<file path="src/rtl/pc_sequencer_if.sv">
// pc_sequencer_if: bundles the PC/nPC sequencer signals between decode/hazard
// logic (master) and the sequencer itself (slave).
//   master drives: PC_Q, nPC_Q, branch_taken, branch_target, imem_ready,
//                  id_ex_mem_read, id_ex_rt, if_id_rs, if_id_rt, if_id_uses_rt
//   slave drives:  PC_D, nPC_D, stallPC, stallnPC, if_id_le, id_ex_bubble,
//                  fetch_timeout, state
interface pc_sequencer_if;
  logic [31:0] PC_Q;
  logic [31:0] nPC_Q;
  logic        branch_taken;
  logic [31:0] branch_target;
  logic        imem_ready;
  logic        id_ex_mem_read;
  logic [4:0]  id_ex_rt;
  logic [4:0]  if_id_rs;
  logic [4:0]  if_id_rt;
  logic        if_id_uses_rt;
  logic [31:0] PC_D;
  logic [31:0] nPC_D;
  logic        stallPC;
  logic        stallnPC;
  logic        if_id_le;
  logic        id_ex_bubble;
  logic        fetch_timeout;
  logic [1:0]  state;

  modport master (
    output PC_Q, nPC_Q, branch_taken, branch_target, imem_ready,
           id_ex_mem_read, id_ex_rt, if_id_rs, if_id_rt, if_id_uses_rt,
    input  PC_D, nPC_D, stallPC, stallnPC, if_id_le, id_ex_bubble,
           fetch_timeout, state
  );

  modport slave (
    input  PC_Q, nPC_Q, branch_taken, branch_target, imem_ready,
           id_ex_mem_read, id_ex_rt, if_id_rs, if_id_rt, if_id_uses_rt,
    output PC_D, nPC_D, stallPC, stallnPC, if_id_le, id_ex_bubble,
           fetch_timeout, state
  );
endinterface

</file>
<file path="src/rtl/pc_sequencer.sv">
// pc_sequencer: computes next PC/nPC values and their load enables, handling
// sequential fetch, branches with a delay slot, load-use interlocks and
// instruction-memory wait stalls. Also drives the IF/ID enable and the ID/EX
// bubble.
// Ports:
//   Clk    - rising-edge clock
//   Reset  - synchronous active-high reset
//   bus    - pc_sequencer_if.slave (decode/hazard inputs, PC/nPC outputs)
// Parameters:
//   LOAD_STALL_CYCLES - cycles frozen per load-use hazard (1..15)
//   MAX_WAIT          - FETCH_WAIT cycle count that raises fetch_timeout (1..255)
module pc_sequencer #(
  parameter int LOAD_STALL_CYCLES = 1,
  parameter int MAX_WAIT          = 16
) (
  input  logic           Clk,
  input  logic           Reset,
  pc_sequencer_if.slave  bus
);

  typedef enum logic [1:0] {
    ST_RUN        = 2'd0,
    ST_HAZARD     = 2'd1,
    ST_FETCH_WAIT = 2'd2
  } state_t;

  localparam logic [3:0] HCNT_INIT  = 4'(LOAD_STALL_CYCLES - 1);
  localparam logic [7:0] WAIT_LIMIT = 8'(MAX_WAIT);

  state_t      state_q, state_d;
  logic [3:0]  hcnt_q, hcnt_d;
  logic [7:0]  wcnt_q, wcnt_d;
  logic        timeout_q, timeout_d;
  logic        hazard;
  logic        go;
  logic        go_eff;

  // Load in EX writes a register the ID instruction reads; r0 never conflicts.
  assign hazard = bus.id_ex_mem_read && (bus.id_ex_rt != 5'd0) &&
                  ((bus.id_ex_rt == bus.if_id_rs) ||
                   (bus.if_id_uses_rt && (bus.id_ex_rt == bus.if_id_rt)));

  // Datapath: PC takes the old nPC (delay slot), nPC takes target or +4.
  assign bus.PC_D  = bus.nPC_Q;
  assign bus.nPC_D = bus.branch_taken ? bus.branch_target : (bus.nPC_Q + 32'd4);

  always_ff @(posedge Clk) begin
    if (Reset) begin
      state_q   <= ST_RUN;
      hcnt_q    <= 4'd0;
      wcnt_q    <= 8'd0;
      timeout_q <= 1'b0;
    end else begin
      state_q   <= state_d;
      hcnt_q    <= hcnt_d;
      wcnt_q    <= wcnt_d;
      timeout_q <= timeout_d;
    end
  end

  always_comb begin
    state_d   = state_q;
    hcnt_d    = hcnt_q;
    wcnt_d    = wcnt_q;
    timeout_d = timeout_q;
    go        = 1'b0;
    unique case (state_q)
      ST_RUN: begin
        // Memory wait outranks a load-use hazard.
        if (!bus.imem_ready) begin
          state_d = ST_FETCH_WAIT;
          wcnt_d  = 8'd1;
        end else if (hazard) begin
          // A single-cycle interlock is covered by this RUN cycle alone.
          if (LOAD_STALL_CYCLES > 1) begin
            state_d = ST_HAZARD;
            hcnt_d  = HCNT_INIT;
          end
        end else begin
          go = 1'b1;
        end
      end
      ST_HAZARD: begin
        hcnt_d = hcnt_q - 4'd1;
        // hcnt_q==0 cannot occur normally; treat it as done rather than wrap.
        if (hcnt_q <= 4'd1) begin
          state_d = ST_RUN;
          hcnt_d  = 4'd0;
        end
      end
      ST_FETCH_WAIT: begin
        if (wcnt_q == WAIT_LIMIT) begin
          timeout_d = 1'b1;
        end
        // Returning to RUN re-evaluates the fetch next cycle before accepting it.
        if (bus.imem_ready) begin
          state_d = ST_RUN;
        end else if (wcnt_q != 8'hFF) begin
          wcnt_d = wcnt_q + 8'd1;
        end
      end
      default: begin
        state_d = ST_RUN;
      end
    endcase
  end

  // Reset suppresses every load regardless of the FSM's opinion.
  assign go_eff = go && !Reset;

  assign bus.stallPC       = go_eff;
  assign bus.stallnPC      = go_eff;
  assign bus.if_id_le      = go_eff;
  assign bus.id_ex_bubble  = !go_eff;
  assign bus.fetch_timeout = timeout_q;
  assign bus.state         = state_q;

endmodule

</file>
<file path="src/flat_wrapper.sv">
// flat-port wrapper written by rule: the top's interface ports become plain ports
module pc_sequencer_flat 
#(
  parameter int LOAD_STALL_CYCLES = 1,
  parameter int MAX_WAIT          = 16
)
  (Clk, Reset, bus_PC_Q, bus_nPC_Q, bus_branch_taken, bus_branch_target, bus_imem_ready, bus_id_ex_mem_read, bus_id_ex_rt, bus_if_id_rs, bus_if_id_rt, bus_if_id_uses_rt, bus_PC_D, bus_nPC_D, bus_stallPC, bus_stallnPC, bus_if_id_le, bus_id_ex_bubble, bus_fetch_timeout, bus_state);
  pc_sequencer_if bus_i ();
  input  logic Clk;
  input  logic Reset;
  input wire logic [$bits(bus_i.PC_Q)-1:0] bus_PC_Q;
  input wire logic [$bits(bus_i.nPC_Q)-1:0] bus_nPC_Q;
  input wire logic [$bits(bus_i.branch_taken)-1:0] bus_branch_taken;
  input wire logic [$bits(bus_i.branch_target)-1:0] bus_branch_target;
  input wire logic [$bits(bus_i.imem_ready)-1:0] bus_imem_ready;
  input wire logic [$bits(bus_i.id_ex_mem_read)-1:0] bus_id_ex_mem_read;
  input wire logic [$bits(bus_i.id_ex_rt)-1:0] bus_id_ex_rt;
  input wire logic [$bits(bus_i.if_id_rs)-1:0] bus_if_id_rs;
  input wire logic [$bits(bus_i.if_id_rt)-1:0] bus_if_id_rt;
  input wire logic [$bits(bus_i.if_id_uses_rt)-1:0] bus_if_id_uses_rt;
  output wire logic [$bits(bus_i.PC_D)-1:0] bus_PC_D;
  output wire logic [$bits(bus_i.nPC_D)-1:0] bus_nPC_D;
  output wire logic [$bits(bus_i.stallPC)-1:0] bus_stallPC;
  output wire logic [$bits(bus_i.stallnPC)-1:0] bus_stallnPC;
  output wire logic [$bits(bus_i.if_id_le)-1:0] bus_if_id_le;
  output wire logic [$bits(bus_i.id_ex_bubble)-1:0] bus_id_ex_bubble;
  output wire logic [$bits(bus_i.fetch_timeout)-1:0] bus_fetch_timeout;
  output wire logic [$bits(bus_i.state)-1:0] bus_state;
  assign bus_i.PC_Q = bus_PC_Q;
  assign bus_i.nPC_Q = bus_nPC_Q;
  assign bus_i.branch_taken = bus_branch_taken;
  assign bus_i.branch_target = bus_branch_target;
  assign bus_i.imem_ready = bus_imem_ready;
  assign bus_i.id_ex_mem_read = bus_id_ex_mem_read;
  assign bus_i.id_ex_rt = bus_id_ex_rt;
  assign bus_i.if_id_rs = bus_if_id_rs;
  assign bus_i.if_id_rt = bus_if_id_rt;
  assign bus_i.if_id_uses_rt = bus_if_id_uses_rt;
  assign bus_PC_D = bus_i.PC_D;
  assign bus_nPC_D = bus_i.nPC_D;
  assign bus_stallPC = bus_i.stallPC;
  assign bus_stallnPC = bus_i.stallnPC;
  assign bus_if_id_le = bus_i.if_id_le;
  assign bus_id_ex_bubble = bus_i.id_ex_bubble;
  assign bus_fetch_timeout = bus_i.fetch_timeout;
  assign bus_state = bus_i.state;
  pc_sequencer #(.LOAD_STALL_CYCLES(LOAD_STALL_CYCLES), .MAX_WAIT(MAX_WAIT)) u_core (.Clk(Clk), .Reset(Reset), .bus(bus_i));
endmodule
</file>
<file path="config.mk">
export PLATFORM = sky130hd
export DESIGN_NAME = pc_sequencer_flat
export DESIGN_NICKNAME = d
export VERILOG_FILES = /design/src/rtl/pc_sequencer_if.sv /design/src/rtl/pc_sequencer.sv /design/src/flat_wrapper.sv
export SDC_FILE = /design/constraint.sdc
export NUM_CORES = 1
export LEC_CHECK = 0
export CORE_MARGIN = 2
export CORE_UTILIZATION = 30
export CTS_BUF_LIST = sky130_fd_sc_hd__clkbuf_4 sky130_fd_sc_hd__clkbuf_8 sky130_fd_sc_hd__clkbuf_16
export CTS_CLUSTER_DIAMETER = 150
export DETAILED_ROUTE_END_ITERATION = 6
export HOLD_SLACK_MARGIN = 0.05
export PLACE_DENSITY_LB_ADDON = 0.1
export SETUP_SLACK_MARGIN = 0.2
export SYNTH_ARGS = -nofsm -noshare
export SYNTH_HDL_FRONTEND = slang
export SYNTH_SLANG_ARGS = --single-unit
</file>
<file path="constraint.sdc">
create_clock -name Clk -period 3.8 [get_ports Clk]
set_clock_uncertainty 0.2 [all_clocks]
set_input_delay 0.76 -clock Clk [delete_from_list [all_inputs] [get_ports Clk]]
set_output_delay 0.76 -clock Clk [all_outputs]
set_load 0.005 [all_outputs]
</file>
==> summary.md <==
| Metric | Value |
|---|---|
| GR Overflow Total | `0` |
| Main synth FF type | `dfxtp_1` |
| Synth Warn # | `0` |
| Nets@finish | `574` |
| Remaining DRCs | `0` |
| Fin crit share | `0.938` |
| CP startpoint kind | `input port` |
| Worst Hold Class | `reg -> reg` |
| CTS Buf Count | `3` |
| ANT nets after route | `0` |
| Die Span X | `84.7 um` |
| Core Util, Final | `0.601` |
| Final Non-Filler Cells | `528` |
| Mapped Avg Cell Area | `6.80 sq um` |
| FF-to-FF path depth | `4` |
| CTS H-tree depth | `1` |
| Hold path depth | `2` |
| Cells after synthesis | `287` |
| Clk_lat worst skew | `240 ps` |
| Total number of vias | `2690` |
| Synth async-reset ratio | `0` |
| Drt first-iter violations | `117` |
| First-pass GRT wire length | `11800 um` |
| GRT Total Usage | `0.198` |
| Max cap viols | `0` |
| CP Capture Type | `primary output` |
| Dpl cells | `522` |
| Arr. time, crit path | `2610 ps` |
| Met2 wire length | `3700 um` |
| Clock root buffer master | `clkbuf_8` |
| Req. time, crit path | `2840 ps` |
| Core region area | `6310 sq um` |
| Final Critical Period | `3570 ps` |
| Seq/Total Area, Yosys | `0.103` |
| Crit-path cells | `clkdlybuf4s50_1 -> and4_4 -> nand3_1 -> buf_4 -> o31a_1 -> o31a_1 -> dlygate4sd2_1` |
| Placer Congestion | `0.895` |
| Commonest cells after routing, fill and taps aside | `126 x clkdlybuf4s50_1, 53 x buf_4, 26 x nand2_1, 21 x nor2_1, 18 x o21ai_0` |
| Initial antenna violation count | `0` |
| Area after DPL | `3670 sq um` |
| Share of post-route cells with drive strength above 1 | `0.188` |
| Worst setup margin | `235 ps` |
| WL per Instance | `14.2 um` |
| Drt pass-1 iters | `4` |
| Pwr dens | `170 nW/um^2` |
| Pre-CTS setup slack | `-269 ps` |
| Vias in the first global route | `2562` |
| CTS tree | `yes` |
| Die H | `84.7 um` |
| Max Used Layer | `met4` |
| RSZ-0062 raised after global routing | `true` |
| Setup CP Type | `in -> out` |
| Routed WL | `7480 um` |
| I/O pins | `188` |
| Largest net degree at the start of global routing | `33` |
| Critical Path Most Common Cell | `o31a_1` |
| DR WL met3 | `578 um` |
| CP max FO | `4` |
| Most common cell after layout, fill and taps aside | `clkdlybuf4s50_1` |
| Filler instances | `625` |
| Leakage | `1.46 nW` |
| # rows | `29` |
| Worst path max stage delay | `490 ps` |
| Fmax | `0.280 GHz` |
| Area delta synth->final | `94.4%` |
| # diodes | `0` |
| Post-Layout Inst Area | `3790 sq um` |
| Synth cell types | `45` |
| Flops & latches, synth | `10` |
| Max-slew violation count | `0` |
| Clock slew at reported path FFs | `40 ps` |
| Maximum vdd drop | `138 uV` |
| Final setup violation count | `0` |
| Mean number of vias per cell | `5.09` |
| Crit-path slowest cell | `clkdlybuf4s50_1` |
| Post-synth EDFFs | `0` |
| Total clock sinks | `10` |
| HPWL after DPL | `5940 um` |
| Mapped Area | `1950 sq um` |
| Synthesized Nets | `408` |
| Met1 WL | `3120 um` |
| Number of buffers added on ports | `154` |
| Initial core utilization | `0.309` |
| Final hold viol count | `0` |
| Die Footprint | `7170 sq um` |
| Maximum buffer depth of the clock tree | `2` |
| Status | `finished, final reports clean` |
| Hold_buf cts | `0` |
state kept, by name, summed over array words and instances (netlist names):
name and cells:
u_core.wcnt_q 8, u_core.bus.fetch_timeout 1, u_core.bus.state 1
report_power, final:
| part | total, W | internal, W | switching [W] |
|---|---|---|---|
| Combinational | 0.000402 | 0.000247 | 0.000155 |
| Sequential | 0.000134 | 0.000114 | 0.0000202 |
| Clock | 0.000108 | 0.0000691 | 0.0000387 |
| Total | 0.000644 | 0.000430 | 0.000214 |
path summary, 6_finish.rpt:
path	endpoint	slack, ps	startpoint
max	bus_nPC_D[31]	230	bus_nPC_Q[21]
max reg2reg	u_core.wcnt_q[5]	1880	u_core.bus.state[1]
min reg2reg	u_core.wcnt_q[7]	300	u_core.wcnt_q[7]
min	u_core.wcnt_q[7]	300	u_core.wcnt_q[7]
logic make-up after synthesis:
logic type	count (synthesis)	synth area share
other cells	1	0.00192
buf+inv	59	0.187
flops	10	0.103
mux	5	0.0276
compound gates	63	0.215
xor+xnor	22	0.0987
simple gates	123	0.342
fa+ha+maj	4	0.0256
critical path, delay by kind of cell:
| family | cells | cell delay, ps |
|---|---|---|
| buffers and inverters | 3 | 920 |
| AO/OA/AOI/OAI | 2 | 540 |
| AND/OR/NAND/NOR | 2 | 380 |
final cells by class:
class	count	area [sq um]	area share
Inverter	10	37.5	0.00989
Clock buffer	3	41.3	0.0109
Timing Repair Buffer	209	1940	0.510
Tap cell	77	96.3	0.0254
Multi-Input combinational cell	219	1480	0.391
Sequential cell	10	200	0.0528
synthesized netlist by cell type, drive strengths merged (3+ instances only):
cell type / count / area share
or4: 11 / 0.042
xnor2: 16 / 0.072
dfxtp: 10 / 0.10
nand2: 26 / 0.050
and3: 6 / 0.019
nand3: 17 / 0.044
nand4: 12 / 0.042
o21ai: 18 / 0.046
mux2: 3 / 0.017
nand2b: 3 / 0.0096
nor3: 6 / 0.015
ha: 4 / 0.026
clkbuf: 10 / 0.019
xor2: 6 / 0.027
o31ai: 11 / 0.042
or3: 5 / 0.017
buf: 39 / 0.15
a31oi: 17 / 0.054
nor2: 21 / 0.040
nor4: 3 / 0.0096
inv: 10 / 0.019
and4: 6 / 0.027
repair_timing:
item,in CTS,in global routing
gates cloned,1,0
gates resized for setup,48,18
setup buffers,1,1
endpoints found under the setup margin,24,18
pin swaps,5,1
metrics by stage:
step	hold slack (ps)	total power, W	TNS, ps
after floorplan	265	0.000298	0
after global placement	259	0.000538	-2880
after detailed placement	287	0.000541	-3150
after CTS	302	0.000645	0
after global routing	326	0.000698	0
final	297	0.000644	0
per-layer routing:
layer | up-vias | global-route usage
met5 | - | 0
met2 | 105 | 0.365
met1 | 1207 | 0.234
met3 | 8 | 0.0462
met4 | 0 | 0.0375
li1 | 1370 | -
Note: power is estimated with default switching activity, not from simulation.
